--- config.mk ---
export PLATFORM = sky130hd
export DESIGN_NAME = branch_resolve
export DESIGN_NICKNAME = d
export VERILOG_FILES = /design/src/rtl/instr_type.sv /design/src/rtl/branch_cmp.sv /design/src/rtl/branch_resolve.sv
export SDC_FILE = /design/constraint.sdc
export NUM_CORES = 1
export LEC_CHECK = 0
export BUFFER_PORTS_ARGS = -buffer_cell sky130_fd_sc_hd__buf_2
export CORE_MARGIN = 2
export CORE_UTILIZATION = 45
export CTS_CLUSTER_DIAMETER = 150
export CTS_CLUSTER_SIZE = 30
export DETAILED_ROUTE_END_ITERATION = 16
export PLACE_DENSITY = 0.8
export REMOVE_ABC_BUFFERS = 1
export SKIP_CTS_REPAIR_TIMING = 1
export SLEW_MARGIN = 20
export SYNTH_ARGS = -nofsm -noshare
export SYNTH_HDL_FRONTEND = slang
export SYNTH_SLANG_ARGS = --single-unit
export TNS_END_PERCENT = 5
--- constraint.sdc ---
create_clock -name clk -period 4.6 [get_ports clk]
set_input_delay 0.92 -clock clk [delete_from_list [all_inputs] [get_ports clk]]
set_output_delay 0.92 -clock clk [all_outputs]
set_load 0.005 [all_outputs]
--- src/rtl/instr_type.sv ---
// ---------------------------------------------------------------------------
// instr_type
// Shared instruction-type definitions for the branch path.
//   branch_kind_t   : decoded branch kind produced by decode_branch.
//   branch_result_t : resolved branch, captured whole into the skid buffer.
//   RESULT_XLEN     : datapath width of the result struct.
//   PC_STEP         : distance from a branch PC to its fall-through PC.
// ---------------------------------------------------------------------------
package instr_type;

    localparam int RESULT_XLEN = 32;

    typedef enum logic [2:0] {
        bk_invalid = 3'd0,
        bk_beq     = 3'd1,
        bk_bne     = 3'd2,
        bk_blt     = 3'd3,
        bk_bge     = 3'd4,
        bk_bltu    = 3'd5,
        bk_bgeu    = 3'd6
    } branch_kind_t;

    typedef struct packed {
        logic                   taken;
        logic [RESULT_XLEN-1:0] target;
        logic [RESULT_XLEN-1:0] next_pc;
        logic                   misaligned;
        logic                   illegal;
    } branch_result_t;

    localparam logic [RESULT_XLEN-1:0] PC_STEP = RESULT_XLEN'(4);

endpackage

--- src/rtl/branch_cmp.sv ---
// ---------------------------------------------------------------------------
// branch_cmp
// Purely combinational RV32I branch-condition evaluator.
//   kind_i    : decoded branch kind
//   rs1_i     : first source operand
//   rs2_i     : second source operand
//   taken_o   : condition holds for this kind
//   illegal_o : kind is bk_invalid or an encoding with no branch meaning
// ---------------------------------------------------------------------------
module branch_cmp
    import instr_type::*;
#(
    parameter int XLEN = 32
) (
    input  branch_kind_t    kind_i,
    input  logic [XLEN-1:0] rs1_i,
    input  logic [XLEN-1:0] rs2_i,
    output logic            taken_o,
    output logic            illegal_o
);

    // Unknown encodings fall into default so they can never be taken.
    always_comb begin
        taken_o   = 1'b0;
        illegal_o = 1'b0;
        case (kind_i)
            bk_beq:  taken_o = (rs1_i == rs2_i);
            bk_bne:  taken_o = (rs1_i != rs2_i);
            bk_blt:  taken_o = ($signed(rs1_i) <  $signed(rs2_i));
            bk_bge:  taken_o = ($signed(rs1_i) >= $signed(rs2_i));
            bk_bltu: taken_o = (rs1_i <  rs2_i);
            bk_bgeu: taken_o = (rs1_i >= rs2_i);
            default: illegal_o = 1'b1;
        endcase
    end

endmodule

--- src/rtl/branch_resolve.sv ---
// ---------------------------------------------------------------------------
// branch_resolve
// Resolves a decoded branch (taken, target, next PC, exception flags) and
// holds the registered result in a 2-entry skid buffer.
//   clk, rst        : clock, synchronous active-high reset
//   in_valid/ready  : upstream handshake (in_ready is registered)
//   in_kind, in_pc, in_imm, in_rs1, in_rs2 : branch to resolve
//   flush           : kills held and incoming entries
//   out_valid/ready : downstream handshake
//   out_taken, out_target, out_next_pc, out_misaligned, out_illegal : result
// The result struct width is set by instr_type::RESULT_XLEN; XLEN must match.
// ---------------------------------------------------------------------------
module branch_resolve
    import instr_type::*;
#(
    parameter int XLEN = RESULT_XLEN
) (
    input  logic            clk,
    input  logic            rst,
    input  logic            in_valid,
    output logic            in_ready,
    input  branch_kind_t    in_kind,
    input  logic [XLEN-1:0] in_pc,
    input  logic [XLEN-1:0] in_imm,
    input  logic [XLEN-1:0] in_rs1,
    input  logic [XLEN-1:0] in_rs2,
    input  logic            flush,
    output logic            out_valid,
    input  logic            out_ready,
    output logic            out_taken,
    output logic [XLEN-1:0] out_target,
    output logic [XLEN-1:0] out_next_pc,
    output logic            out_misaligned,
    output logic            out_illegal
);

    logic           cmpTaken;
    logic           cmpIllegal;
    logic [XLEN-1:0] targetSum;
    logic [XLEN-1:0] fallThrough;
    branch_result_t newResult;

    branch_result_t mEntry_q, mEntry_d;
    branch_result_t sEntry_q, sEntry_d;
    logic           mValid_q, mValid_d;
    logic           sValid_q, sValid_d;
    logic           inReady_q, inReady_d;

    logic           accept;
    logic           drain;

    branch_cmp #(.XLEN(XLEN)) u_cmp (
        .kind_i    (in_kind),
        .rs1_i     (in_rs1),
        .rs2_i     (in_rs2),
        .taken_o   (cmpTaken),
        .illegal_o (cmpIllegal)
    );

    // Both adders wrap at XLEN bits; the target is produced even when the
    // branch falls through so downstream can always observe it.
    always_comb begin
        targetSum             = in_pc + in_imm;
        fallThrough           = in_pc + PC_STEP;
        newResult             = '0;
        newResult.taken       = cmpTaken;
        newResult.target      = targetSum;
        newResult.next_pc     = cmpTaken ? targetSum : fallThrough;
        newResult.misaligned  = cmpTaken && (targetSum[1:0] != 2'b00);
        newResult.illegal     = cmpIllegal;
    end

    // Skid buffer next state. M always drives the outputs; S only fills when
    // an accept lands while M is stalled, and refills M when M drains. S is
    // never full while in_ready is high, so accept and S->M cannot collide.
    always_comb begin
        accept    = in_valid && inReady_q;
        drain     = mValid_q && out_ready;
        mEntry_d  = mEntry_q;
        sEntry_d  = sEntry_q;
        mValid_d  = mValid_q;
        sValid_d  = sValid_q;
        if (flush) begin
            mEntry_d = '0;
            sEntry_d = '0;
            mValid_d = 1'b0;
            sValid_d = 1'b0;
        end else if (!mValid_q) begin
            if (accept) begin
                mEntry_d = newResult;
                mValid_d = 1'b1;
            end
        end else if (drain) begin
            if (sValid_q) begin
                mEntry_d = sEntry_q;
                sValid_d = 1'b0;
            end else if (accept) begin
                mEntry_d = newResult;
            end else begin
                mValid_d = 1'b0;
            end
        end else if (accept) begin
            sEntry_d = newResult;
            sValid_d = 1'b1;
        end
        inReady_d = !sValid_d;
    end

    // State registers; reset drops every held entry and blocks upstream
    // for the reset cycle itself.
    always_ff @(posedge clk) begin
        if (rst) begin
            mEntry_q  <= '0;
            sEntry_q  <= '0;
            mValid_q  <= 1'b0;
            sValid_q  <= 1'b0;
            inReady_q <= 1'b0;
        end else begin
            mEntry_q  <= mEntry_d;
            sEntry_q  <= sEntry_d;
            mValid_q  <= mValid_d;
            sValid_q  <= sValid_d;
            inReady_q <= inReady_d;
        end
    end

    assign in_ready       = inReady_q;
    assign out_valid      = mValid_q;
    assign out_taken      = mEntry_q.taken;
    assign out_target     = mEntry_q.target;
    assign out_next_pc    = mEntry_q.next_pc;
    assign out_misaligned = mEntry_q.misaligned;
    assign out_illegal    = mEntry_q.illegal;

endmodule

After elaboration in Yosys (flattened, before gate mapping)
Index checks and enable logic that the tools add are counted.
{"block": "op_classes", "shifts": 0, "magnitude_cmp": 4, "bitwise_logic": 1, "n_reduce_logical": 8, "n_addsub": 2, "div_mod_pow": 0, "muxes": 15, "mul": 0, "eq_ne": 9}
{"op": "$mux W67", "n": 4}
{"op": "$ge A32 B32 Y1", "n": 2}
{"op": "$lt A32 B32 Y1", "n": 2}
{"op": "$add A32 B3 Y32 const B", "n": 1}
{"op": "$add A32 B32 Y32", "n": 1}
{"op": "$eq A32 B32 Y1", "n": 1}
{"op": "$mux W32", "n": 1}
{"op": "$ne A32 B32 Y1", "n": 1}
{"op": "$eq A3 B3 Y1 const B", "n": 3}
{"op": "$mux W1", "n": 9}
{"op": "$eq A3 B2 Y1 const B", "n": 2}
{"op": "$pmux W1 S6", "n": 1}
{"op": "$reduce_or A6 Y1", "n": 1}
{"op": "$eq A3 B1 Y1 const B", "n": 1}
{"op": "$logic_and A1 B1 Y1", "n": 3}
{"op": "$reduce_and A3 Y1", "n": 1}
{"op": "$ne A2 B1 Y1 const B", "n": 1}
{"op": "$reduce_bool A2 Y1", "n": 1}
{"op": "$reduce_or A2 Y1", "n": 1}
{"op": "$logic_not A1 Y1", "n": 1}
{"op": "$not A1 Y1", "n": 1}
{"block": "word_totals", "rom_bits": 0, "latch_bits": 0, "register_bits": 137, "memories": 0, "ramBits": 0, "in_bits": 136}

Depth between registers and ports, before layout
Gate-level depths: netlist (run 1).
{"block": "logic_depth", "depth_word": 7, "depth_mapped": 14, "ltp_nobuf": 13}

Hierarchy
From an unflattened synthesis (run 1), not the netlist that was laid out.
{"block": "unflattened", "hier_cells": 1075, "hier_area_um2": 8514.4}
{"mod": "branch_resolve", "area_per_inst_um2": 7591.0, "cells_each": 947, "instances": 1}
{"mod": "branch_cmp", "area_per_inst_um2": 923.4, "cells_each": 128, "instances": 1}

Least setup slack after synthesis (run 1)
Ideal clock, no wire load.
{"block": "synth_path", "path_kind": "input to register", "from": "in in_rs2[14]", "to": "reg mEntry_q (netlist bit out_next_pc[31])", "required_time_ps": 4478, "arrival_ps": 3489, "slack_ps": 990, "path_buffers": 1, "path_stages": 13, "path_cell_list": "inv_1 ha_1 nand4_1 or4_1 a21o_1 a41oi_2 o21ai_1 nor3b_2 nor3_4 buf_6 mux2_2 o21ai_0 a21oi_1"}
{"block": "synth_via", "elab_chain_len": 7, "elab_cells_between_ends": 12}
{"item": "start, declared", "line": "branch_resolve.sv:26", "text": "input logic [XLEN-1:0] in_rs2,"}
{"item": "$ge A32 B32 Y1, or another cell as far along", "line": "branch_cmp.sv:32", "text": "bk_bgeu: taken_o = (rs1_i >= rs2_i);"}
{"item": "$pmux W1 S6 (*)", "line": "branch_cmp.sv:26", "text": "case (kind_i)"}
{"item": "$mux W32 (*)", "line": "branch_resolve.sv:68", "text": "newResult.next_pc = cmpTaken ? targetSum : fallThrough;"}
{"item": "$mux W67 (*)", "line": "branch_resolve.sv:89, branch_resolve.sv:97"}
{"item": "$mux W67", "line": "branch_resolve.sv:94", "text": "if (sValid_q) begin"}
{"item": "$mux W67", "line": "branch_resolve.sv:93", "text": "end else if (drain) begin"}
{"item": "$mux W67 (*)", "line": "branch_resolve.sv:88", "text": "end else if (!mValid_q) begin"}
{"item": "end signal, assigned", "line": "branch_resolve.sv:119", "text": "mEntry_q <= mEntry_d;"}
{"item": "end, declared", "line": "branch_resolve.sv:43", "text": "branch_result_t mEntry_q, mEntry_d;"}
Mark *: on every way between the ends. The rest lies on a longest branch, timed or not. The select of a mux whose other input is x is not followed.
A chain may end at the register's enable or synchronous reset.

Final worst setup path (run 1)
{"block": "layout_path", "from": "in in_rs1[14]", "to": "reg mEntry_q (netlist bit out_next_pc[22])"}
{"block": "layout_via", "elab_chain_len": 7, "elab_cells_between_ends": 12}
{"item": "start, declared", "line": "branch_resolve.sv:25", "text": "input logic [XLEN-1:0] in_rs1,"}
{"item": "$ge A32 B32 Y1, or another cell as far along", "line": "branch_cmp.sv:32"}
{"item": "$pmux W1 S6 (*)", "line": "branch_cmp.sv:26"}
{"item": "$mux W32 (*)", "line": "branch_resolve.sv:68"}
{"item": "$mux W67 (*)", "line": "branch_resolve.sv:89, branch_resolve.sv:97"}
{"item": "$mux W67", "line": "branch_resolve.sv:94"}
{"item": "$mux W67", "line": "branch_resolve.sv:93"}
{"item": "$mux W67 (*)", "line": "branch_resolve.sv:88"}
Marks and branches as above.

==> reports/summary.txt, run 1 <==
Die Span Y = 140.6 microns
crit path max fanout = 13
leakage = 4.465 nW
vias in the first global route = 8289
CP required = 4.86 ns
Initial Utilization = 46.24%
period utilization = 82.89%
area growth from synthesis to layout = 22.07%
Setup Crit Path Kind = in -> reg
endpoints failing setup = 0
TNS Setup = 0 ns
Skew-Pair Late Insertion Delay = 0.42 ns
die area = 19760 sq um
Post-Synthesis Cell Area = 8392 sq um
yosys warns = 0
Hold Path Origin = sEntry_q[10]
gr usage total = 25.82%
Iteration-0 DRC Markers = 660
cell taking the most area after synthesis = dfxtp_1
first-pass GRT wire length = 41220 microns
PD cells = 327.1 nW/um^2
highest metal used = met4
clock buffer depth = 2
Final min period = 3.813 ns
number of remaining DRC errors = 0
# diodes = 0
CTS Sinks = 137
critical path startpoint category = primary input
top post-synthesis cells by area = dfxtp_1, ha_1, a21oi_1
Synth Register Bits = 137
vias per cell = 5.808
top-area cell type share of the netlist area = 32.68%
Pins Over Slew Limit = 0
slowest CP cell = or4_1
Slew @ Worst Pin = 1.026 ns
worst vdd ir = 0.2415 mV
Power Total = 3.350 mW
Util after Layout = 56.45%
CP top delay family = simple AND/OR/NAND/NOR gates
Rows = 49
Final Net Count = 1451
vias post-DR = 8665
CTS H-Tree Depth = 4
outcome = finished, final reports clean
DRT Pass-1 Iters = 5
most frequent CP cell = buf_4
worst setup path start = in_rs1[14]
fin area = 10240 sq um
EDFF count, synth = 0
I/O Buffers = 204
most frequent cells in the layout = buf_2, nand2_1, dfxtp_1, a21oi_1, nor2_1
TritonCTS clock tree = done
WL met3 = 1846 microns
total CTS buffers = 17
distinct cell type count after synthesis = 61
Bufs and invs on worst path = 3
setup slack at placement = 0.4141 ns
Seq/Total Area, Yosys = 32.68%
Slew headroom = 31.35%
Hold Fails Final Rpt = 0
Hold Path Class = reg -> reg
Met2 Wirelength = 12700 microns
ys async rst share = 0%
Total Routed Length = 26390 microns
Placer Congestion = 0.9014
Post-Synthesis Cells = 1068
RSZ-0062 raised after global routing = no
type of element capturing the critical path = register
crit-path cells = buf_2 > ha_1 > nand4_1 > or4_1 > a21o_1 > a41oi_2 > o21ai_1 > nor3b_2 > nor3_4 > buf_4 > buf_4 > mux2i_1 > a221oi_1 > nor3_1
Worst R2R Start = out_valid
IO Count = 205
Remaining Overflow, GRT = 0
most common cell after layout, fill and taps aside = buf_2
layout cells sized above 1 = 22.49%
Final WS setup = 0.7869 ns
Setup Skew = 0.009763 ns
wl on met1 = 11250 microns
CORE AREA = 18150 sq um
Worst EP arrival = 4.07 ns
Top FF cell, synth = dfxtp_1
routed wire length per instance = 17.69 microns
Die X = 140.6 microns
initial antenna violation count = 0
largest net degree at the start of global routing = 43
DP Area = 9630 sq um
Mean Syn Cell Area = 7.857 sq um
Final HPWL DP = 18750 microns
clock root buffer = clkbuf_16
reg2reg setup slack = 2.08 ns
max cap viols = 0
worst stage delay on the critical path = 0.58 ns
clk slew on worst S/H paths = 0.06 ns
f_max = 0.2623 GHz
DRT antenna net count = 0
layer usage:
metal	vias to the layer above	global-route usage, %
met5	-	0
met4	0	9.316
met3	51	4.752
met2	359	44.92
met1	4066	32.00
li1	4189	-
synthesized netlist by cell type, drive strengths merged (16+ instances only):
| library cell | number |
|---|---|
| xor2 | 23 |
| mux2 | 16 |
| nand2 | 144 |
| a211oi | 16 |
| o221ai | 33 |
| clkbuf | 53 |
| o21ai | 70 |
| dfxtp | 137 |
| o22ai | 19 |
| xnor2 | 34 |
| nor2 | 106 |
| a21oi | 128 |
| inv | 43 |
| ha | 64 |
| a21o | 16 |
| nand3 | 23 |
cell families (layout without fill, tap and decap cells):
kind of cell               count (synthesis)  count (layout)  synth area share [%]
DFF                                      137             137                 32.68
buffers and inverters                    100             295                 4.846
AOI/OAI and AO/OA                        333             333                 24.59
muxes                                     31              31                 3.936
adders and majority gates                 65              65                 9.781
and+or+nand+nor                          345             345                 18.22
xor gates and xnor gates                  57              57                 5.949
worst paths after layout:
path / end / cells after the start
min reg2reg: sEntry_q[10] / 2
max: out_next_pc[22] / 14
max reg2reg: out_next_pc[0] / 5
min: sEntry_q[10] / 2
sequential cells by signal (all words and copies together), names as in the netlist:
signal,cells
out_taken,1
in_ready,1
out_misaligned,1
sEntry_q,67
sValid_q,1
out_valid,1
out_next_pc,32
out_target,32
out_illegal,1
layout make-up:
class	count	area, sq um
clock buffers	18	439.2
well taps	229	286.5
flip-flops and latches	137	2743
repair buffers	220	1166
fillers	1677	7904
multi-input cells	831	5276
clock inverters	14	171.4
inverters	43	161.4
power breakdown:
group	internal [mW]	total [mW]	switching (mW)	leakage [nW]
Sequential	1.21	1.22	0.0139	1.11
Combinational	0.288	0.699	0.411	3.06
Clock	0.870	1.43	0.558	0.293
Total	2.37	3.35	0.982	4.46
through the flow:
step,cells,hold WS (ns)
floorplan,1011,0.4332
global placement,1460,0.4383
detailed placement,1460,0.4444
CTS,1492,0.4552
global route,1492,0.4702
finish,1492,0.4568
worst reg2reg max path, cell delays in order (launching register included):
cell      delay, ns
dfxtp_1        0.46
nand2_2        0.54
a21oi_4        0.77
buf_4          0.37
o221ai_1       0.14
a21oi_1        0.17
Note: power is estimated with default switching activity, not from simulation.
==> run 2: changes to the inputs <==
==> constraint.sdc (replaced) <==
create_clock -name clk -period 4 [get_ports clk]
set_input_delay 0.8 -clock clk [delete_from_list [all_inputs] [get_ports clk]]
set_output_delay 0.8 -clock clk [all_outputs]
set_load 0.005 [all_outputs]
==> reports/summary.txt, run 2 (synthesized netlist as in run 1, its figures left out) <==
Final min period = 3.542 ns
Slew headroom = 28.31% (was 31.35%)
max cap viols = 0 (unchanged)
Setup Skew = 0.009084 ns (was 0.009763 ns)
critical path startpoint category = primary input (unchanged)
fill count = 1639 (was 1677)
Skew-Pair Late Insertion Delay = 0.43 ns (was 0.42 ns)
total CTS buffers = 17 (unchanged)
setup slack at placement = 0.07570 ns (was 0.4141 ns)
worst stage delay on the critical path = 0.58 ns (about the same)
CTS Sinks = 137 (unchanged)
clock root buffer = clkbuf_16 (unchanged)
Worst EP arrival = 3.82 ns (was 4.07 ns)
vias per cell = 5.788 (was 5.808)
Hold Path Class = reg -> reg (unchanged)
max reg flops = 67 (unchanged)
Reg2Reg Depth = 5 (unchanged)
TritonCTS clock tree = done (unchanged)
layout cells sized above 1 = 23.48% (was 22.49%)
IO Count = 205 (unchanged)
I/O Buffers = 204 (unchanged)
largest net degree at the start of global routing = 53 (was 43)
most common cell after layout, fill and taps aside = buf_2 (unchanged)
Final Net Count = 1470 (was 1451)
CP required = 4.28 ns (was 4.86 ns)
worst vdd ir = 0.3011 mV (was 0.2415 mV)
outcome = finished, final reports clean (unchanged)
f_max = 0.2823 GHz
endpoints failing setup = 0 (unchanged)
fin area = 10470 sq um (was 10240 sq um)
RSZ-0062 raised after global routing = no (unchanged)
vias post-DR = 8745 (was 8665)
period utilization = 88.55%
Util after Layout = 57.69% (was 56.45%)
TNS Setup = 0 ns (unchanged)
Hold Fails Final Rpt = 0 (unchanged)
leakage = 4.594 nW (was 4.465 nW)
die area = 19760 sq um (unchanged)
PD cells = 388.8 nW/um^2 (was 327.1 nW/um^2)
crit path max fanout = 19 (was 13)
Die Span Y = 140.6 microns (unchanged)
Placer Congestion = 0.9178 (was 0.9014)
Final WS setup = 0.4581 ns (was 0.7869 ns)
Cell Count, Final, Fillers Out = 1511 (was 1492)
slowest CP cell = or4_1 (unchanged)
DP Area = 9783 sq um (was 9630 sq um)
hold-critical path depth = 2 (unchanged)
most frequent cells in the layout = buf_2, nand2_1, dfxtp_1, a21oi_1, nor2_1 (unchanged)
Largest Register = sEntry_q (unchanged)
Bufs and invs on worst path = 2 (was 3)
clock buffer depth = 2 (unchanged)
# diodes = 0 (unchanged)
number of remaining DRC errors = 0 (unchanged)
DRT Pass-1 Iters = 8 (was 5)
Initial Utilization = 46.24% (unchanged)
critical path depth = 13 (was 14)
CTS H-Tree Depth = 4 (unchanged)
CP top delay family = simple AND/OR/NAND/NOR gates (unchanged)
vias in the first global route = 8307 (was 8289)
area growth from synthesis to layout = 24.75% (was 22.07%)
Rows = 49 (unchanged)
Iteration-0 DRC Markers = 787 (was 660)
clk slew on worst S/H paths = 0.06 ns (about the same)
Slew @ Worst Pin = 1.071 ns (was 1.026 ns)
routed wire length per instance = 17.28 microns (was 17.69 microns)
CORE AREA = 18150 sq um (unchanged)
initial antenna violation count = 0 (unchanged)
crit-path cells = buf_2 > ha_1 > nand4_1 > or4_1 > a21o_1 > a41oi_2 > o21ai_1 > nor3b_2 > nor3_4 > buf_12 > mux2_2 > a222oi_1 > nor2_1 (was buf_2 > ha_1 > nand4_1 > or4_1 > a21o_1 > a41oi_2 > o21ai_1 > nor3b_2 > nor3_4 > buf_4 > buf_4 > mux2i_1 > a221oi_1 > nor3_1)
first-pass GRT wire length = 40720 microns (was 41220 microns)
type of element capturing the critical path = register (unchanged)
DRT antenna net count = 0 (unchanged)
Total Routed Length = 26110 microns (was 26390 microns)
placed cells = 1479 (was 1460)
Remaining Overflow, GRT = 0 (unchanged)
Final HPWL DP = 18600 microns (was 18750 microns)
Die X = 140.6 microns (unchanged)
Setup Crit Path Kind = in -> reg (unchanged)
Pins Over Slew Limit = 0 (unchanged)
gr usage total = 25.60% (was 25.82%)
## run 2: cell count changes in the layout (fill, tap and decap cells not counted), sizes merged
cell / previous run / this run
clkinvlp: 3 / 2
buf: 220 / 239
bufinv: 3 / 6
clkinv: 6 / 4
clkbuf: 18 / 20
inv: 45 / 43
## run 2: report_power, final
group	leakage, nW	switching [mW]	internal [mW]
Clock	0.332	0.610	1.22
Combinational	3.15	0.477	0.359
Sequential	1.11	0.0160	1.39
## run 2: routing by layer
metal | share of wire, % | track usage, % | wire (microns) | vias to the layer above
met2 | 48 | 45.25 | 12630 | 355
li1 | - | - | - | 4239
met5 | 0 | 0 | 0 | -
met1 | 42 | 31.09 | 11010 | 4104
met4 | 2.3 | 9.105 | 597 | 0
met3 | 7.2 | 4.889 | 1874 | 47
## run 2: area by class of cell
| type | count | area [sq um] | area share (%) |
|---|---|---|---|
| multi-input cells | 831 | 5271 | 50.35 |
| flip-flops and latches | 137 | 2743 | 26.20 |
| repair buffers | 239 | 1321 | 12.62 |
| clock buffers | 20 | 466.7 | 4.458 |
| well taps | 229 | 286.5 | 2.737 |
| clock inverters | 12 | 219.0 | 2.092 |
| inverters | 43 | 161.4 | 1.542 |
## run 2: worst register-to-register path, cell delays in order, from the launching register on
cell,delay [ns]
dfxtp_1,0.44
nor2b_1,0.47
nand2_2,0.69
buf_4,0.47
nand2_1,0.10
a21oi_1,0.07
## run 2: through the flow
step	hold slack, ns	power, mW
after global routing	0.4728	4.217
after global placement	0.4406	2.241
final	0.4497	4.070
after CTS	0.4535	4.068
after floorplan	0.4332	1.941
after detailed placement	0.4456	2.253
## run 2: worst paths after layout
path	slack (ns)	to	from
worst max-delay path	0.46	out_next_pc[27]	in_rs1[14]
worst min-delay path	0.45	sEntry_q[31]	sEntry_q[31]
worst max register to register	1.65	sEntry_q[55]	out_valid
worst min register to register	0.45	sEntry_q[31]	sEntry_q[31]
==> run 3: changes to the inputs <==
--- a/config.mk
+++ b/config.mk
@@ -11,7 +11,7 @@
 export CTS_CLUSTER_DIAMETER = 150
 export CTS_CLUSTER_SIZE = 30
 export DETAILED_ROUTE_END_ITERATION = 16
-export PLACE_DENSITY = 0.8
+export PLACE_DENSITY_LB_ADDON = 0.08
 export REMOVE_ABC_BUFFERS = 1
 export SKIP_CTS_REPAIR_TIMING = 1
 export SLEW_MARGIN = 20
==> reports/summary.txt, run 3 (synthesized netlist as in run 1, its figures left out) <==
Met2 Wirelength = 11510 microns (was 12630 microns)
Final min period = 3.546 ns (was 3.542 ns)
gr usage total = 25.02% (was 25.60%)
Pins Over Slew Limit = 0 (unchanged)
setup slack at placement = 0.04688 ns (was 0.07570 ns)
period utilization = 88.66% (was 88.55%)
outcome = finished, final reports clean (unchanged)
vias post-DR = 8382 (was 8745)
vias per cell = 5.558 (was 5.788)
largest net degree at the start of global routing = 61 (was 53)
Slew @ Worst Pin = 1.016 ns (was 1.071 ns)
Hold Path Class = reg -> reg (unchanged)
Final WS setup = 0.4536 ns (was 0.4581 ns)
endpoints failing setup = 0 (unchanged)
Die Span Y = 140.6 microns (unchanged)
CORE AREA = 18150 sq um (unchanged)
CP required = 4.27 ns (was 4.28 ns)
Setup Skew = 0.01367 ns (was 0.009084 ns)
# diodes = 0 (unchanged)
Slew headroom = 32.02% (was 28.31%)
TritonCTS clock tree = done (unchanged)
f_max = 0.2820 GHz (was 0.2823 GHz)
die area = 19760 sq um (unchanged)
CTS Sinks = 137 (unchanged)
CTS H-Tree Depth = 4 (unchanged)
Cell Count, Final, Fillers Out = 1508 (was 1511)
leakage = 4.504 nW (was 4.594 nW)
most frequent cells in the layout = buf_2, nand2_1, dfxtp_1, a21oi_1, nor2_1 (unchanged)
wl on met1 = 11780 microns (was 11010 microns)
max reg flops = 67 (unchanged)
Hold Fails Final Rpt = 0 (unchanged)
Total Routed Length = 25260 microns (was 26110 microns)
vias in the first global route = 7707 (was 8307)
Rows = 49 (unchanged)
Final Net Count = 1467 (was 1470)
Final HPWL DP = 17970 microns (was 18600 microns)
highest metal used = met4 (unchanged)
fill count = 1768 (was 1639)
Die X = 140.6 microns (unchanged)
most common cell after layout, fill and taps aside = buf_2 (unchanged)
type of element capturing the critical path = register (unchanged)
Reg area = 2743 sq um (unchanged)
max cap viols = 0 (unchanged)
Remaining Overflow, GRT = 0 (unchanged)
Largest Register = sEntry_q (unchanged)
PD cells = 358.6 nW/um^2 (was 388.8 nW/um^2)
Iteration-0 DRC Markers = 446 (was 787)
DRT Pass-1 Iters = 7 (was 8)
placed cells = 1476 (was 1479)
initial antenna violation count = 0 (unchanged)
routed wire length per instance = 16.75 microns (was 17.28 microns)
DRT antenna net count = 0 (unchanged)
area growth from synthesis to layout = 22.95% (was 24.75%)
Setup Crit Path Kind = in -> reg (unchanged)
clk slew on worst S/H paths = 0.06 ns (about the same)
WL met3 = 1573 microns (was 1874 microns)
I/O Buffers = 204 (unchanged)
number of remaining DRC errors = 0 (unchanged)
Initial Utilization = 46.24% (unchanged)
Multi-input gate area = 5271 sq um (unchanged)
critical path startpoint category = primary input (unchanged)
first-pass GRT wire length = 39540 microns (was 40720 microns)
IO Count = 205 (unchanged)
Worst EP arrival = 3.82 ns (about the same)
Skew-Pair Late Insertion Delay = 0.43 ns (about the same)
clock root buffer = clkbuf_16 (unchanged)
total CTS buffers = 17 (unchanged)
worst vdd ir = 0.3160 mV (was 0.3011 mV)
crit path max fanout = 20 (was 19)
Placer Congestion = 0.8535 (was 0.9178)
RSZ-0062 raised after global routing = no (unchanged)
layout cells sized above 1 = 23.22% (was 23.48%)
clock buffer depth = 2 (unchanged)
[run 3: cell types whose count changed in the layout (fill, tap and decap cells not counted), moves of 2 or more]
cell and change:
bufinv_16 -6, inv_6 +5, buf_4 -4, clkbuf_8 -3
clkinvlp_4 +3, clkinv_2 -2
[run 3: routing by layer]
metal  global-route usage [%]  vias to the layer above
met1                    34.13                     3849
met5                        0                        -
met3                    4.137                       30
met2                    41.10                      269
li1                         -                     4234
met4                    6.947                        0
[run 3: critical path: stages]
cell and delay, ns:
buf_2 0.10, ha_1 0.31, nand4_1 0.13, or4_1 0.57
a21o_1 0.18, a41oi_2 0.32, o21ai_1 0.10, nor3b_2 0.19
nor3_4 0.16, buf_12 0.21, mux2_2 0.37, a222oi_1 0.30
nor2_1 0.07
[run 3: power by group]
| group | switching [mW] | internal (mW) |
|---|---|---|
| combinational | 0.465 | 0.357 |
| clock | 0.665 | 0.805 |
| sequential | 0.0156 | 1.39 |
| total | 1.15 | 2.55 |
[run 3: cell type report]
type | count | area share, %
inverter | 43 | 1.564
multi-input combinational | 831 | 51.09
timing repair buffer | 236 | 12.71
sequential | 137 | 26.58
tap | 229 | 2.777
clock inverter | 14 | 1.116
clock buffer | 18 | 4.160
[run 3: path summary, 6_finish.rpt]
check | startpoint | slack, ns | cells after the start | to
min | sEntry_q[31] | 0.45 | 2 | sEntry_q[31]
min reg2reg | sEntry_q[31] | 0.45 | 2 | sEntry_q[31]
max | in_rs1[14] | 0.45 | 13 | out_next_pc[27]
max reg2reg | out_valid | 1.79 | 6 | out_next_pc[27]
[run 3: through the flow]
step	area, sq um	hold slack (ns)	power, mW	setup TNS [ns]	util [%]
3_5_place_dp	9773	0.4448	2.251	0	53.85
4_1_cts	10320	0.4534	3.718	0	56.85
5_1_grt	10320	0.4737	3.868	0	56.85
6_report	10320	0.4530	3.700	0	56.85
3_3_place_gp	9773	0.4393	2.250	0	53.85
2_1_floorplan	8147	0.4332	1.941	-11.34	-
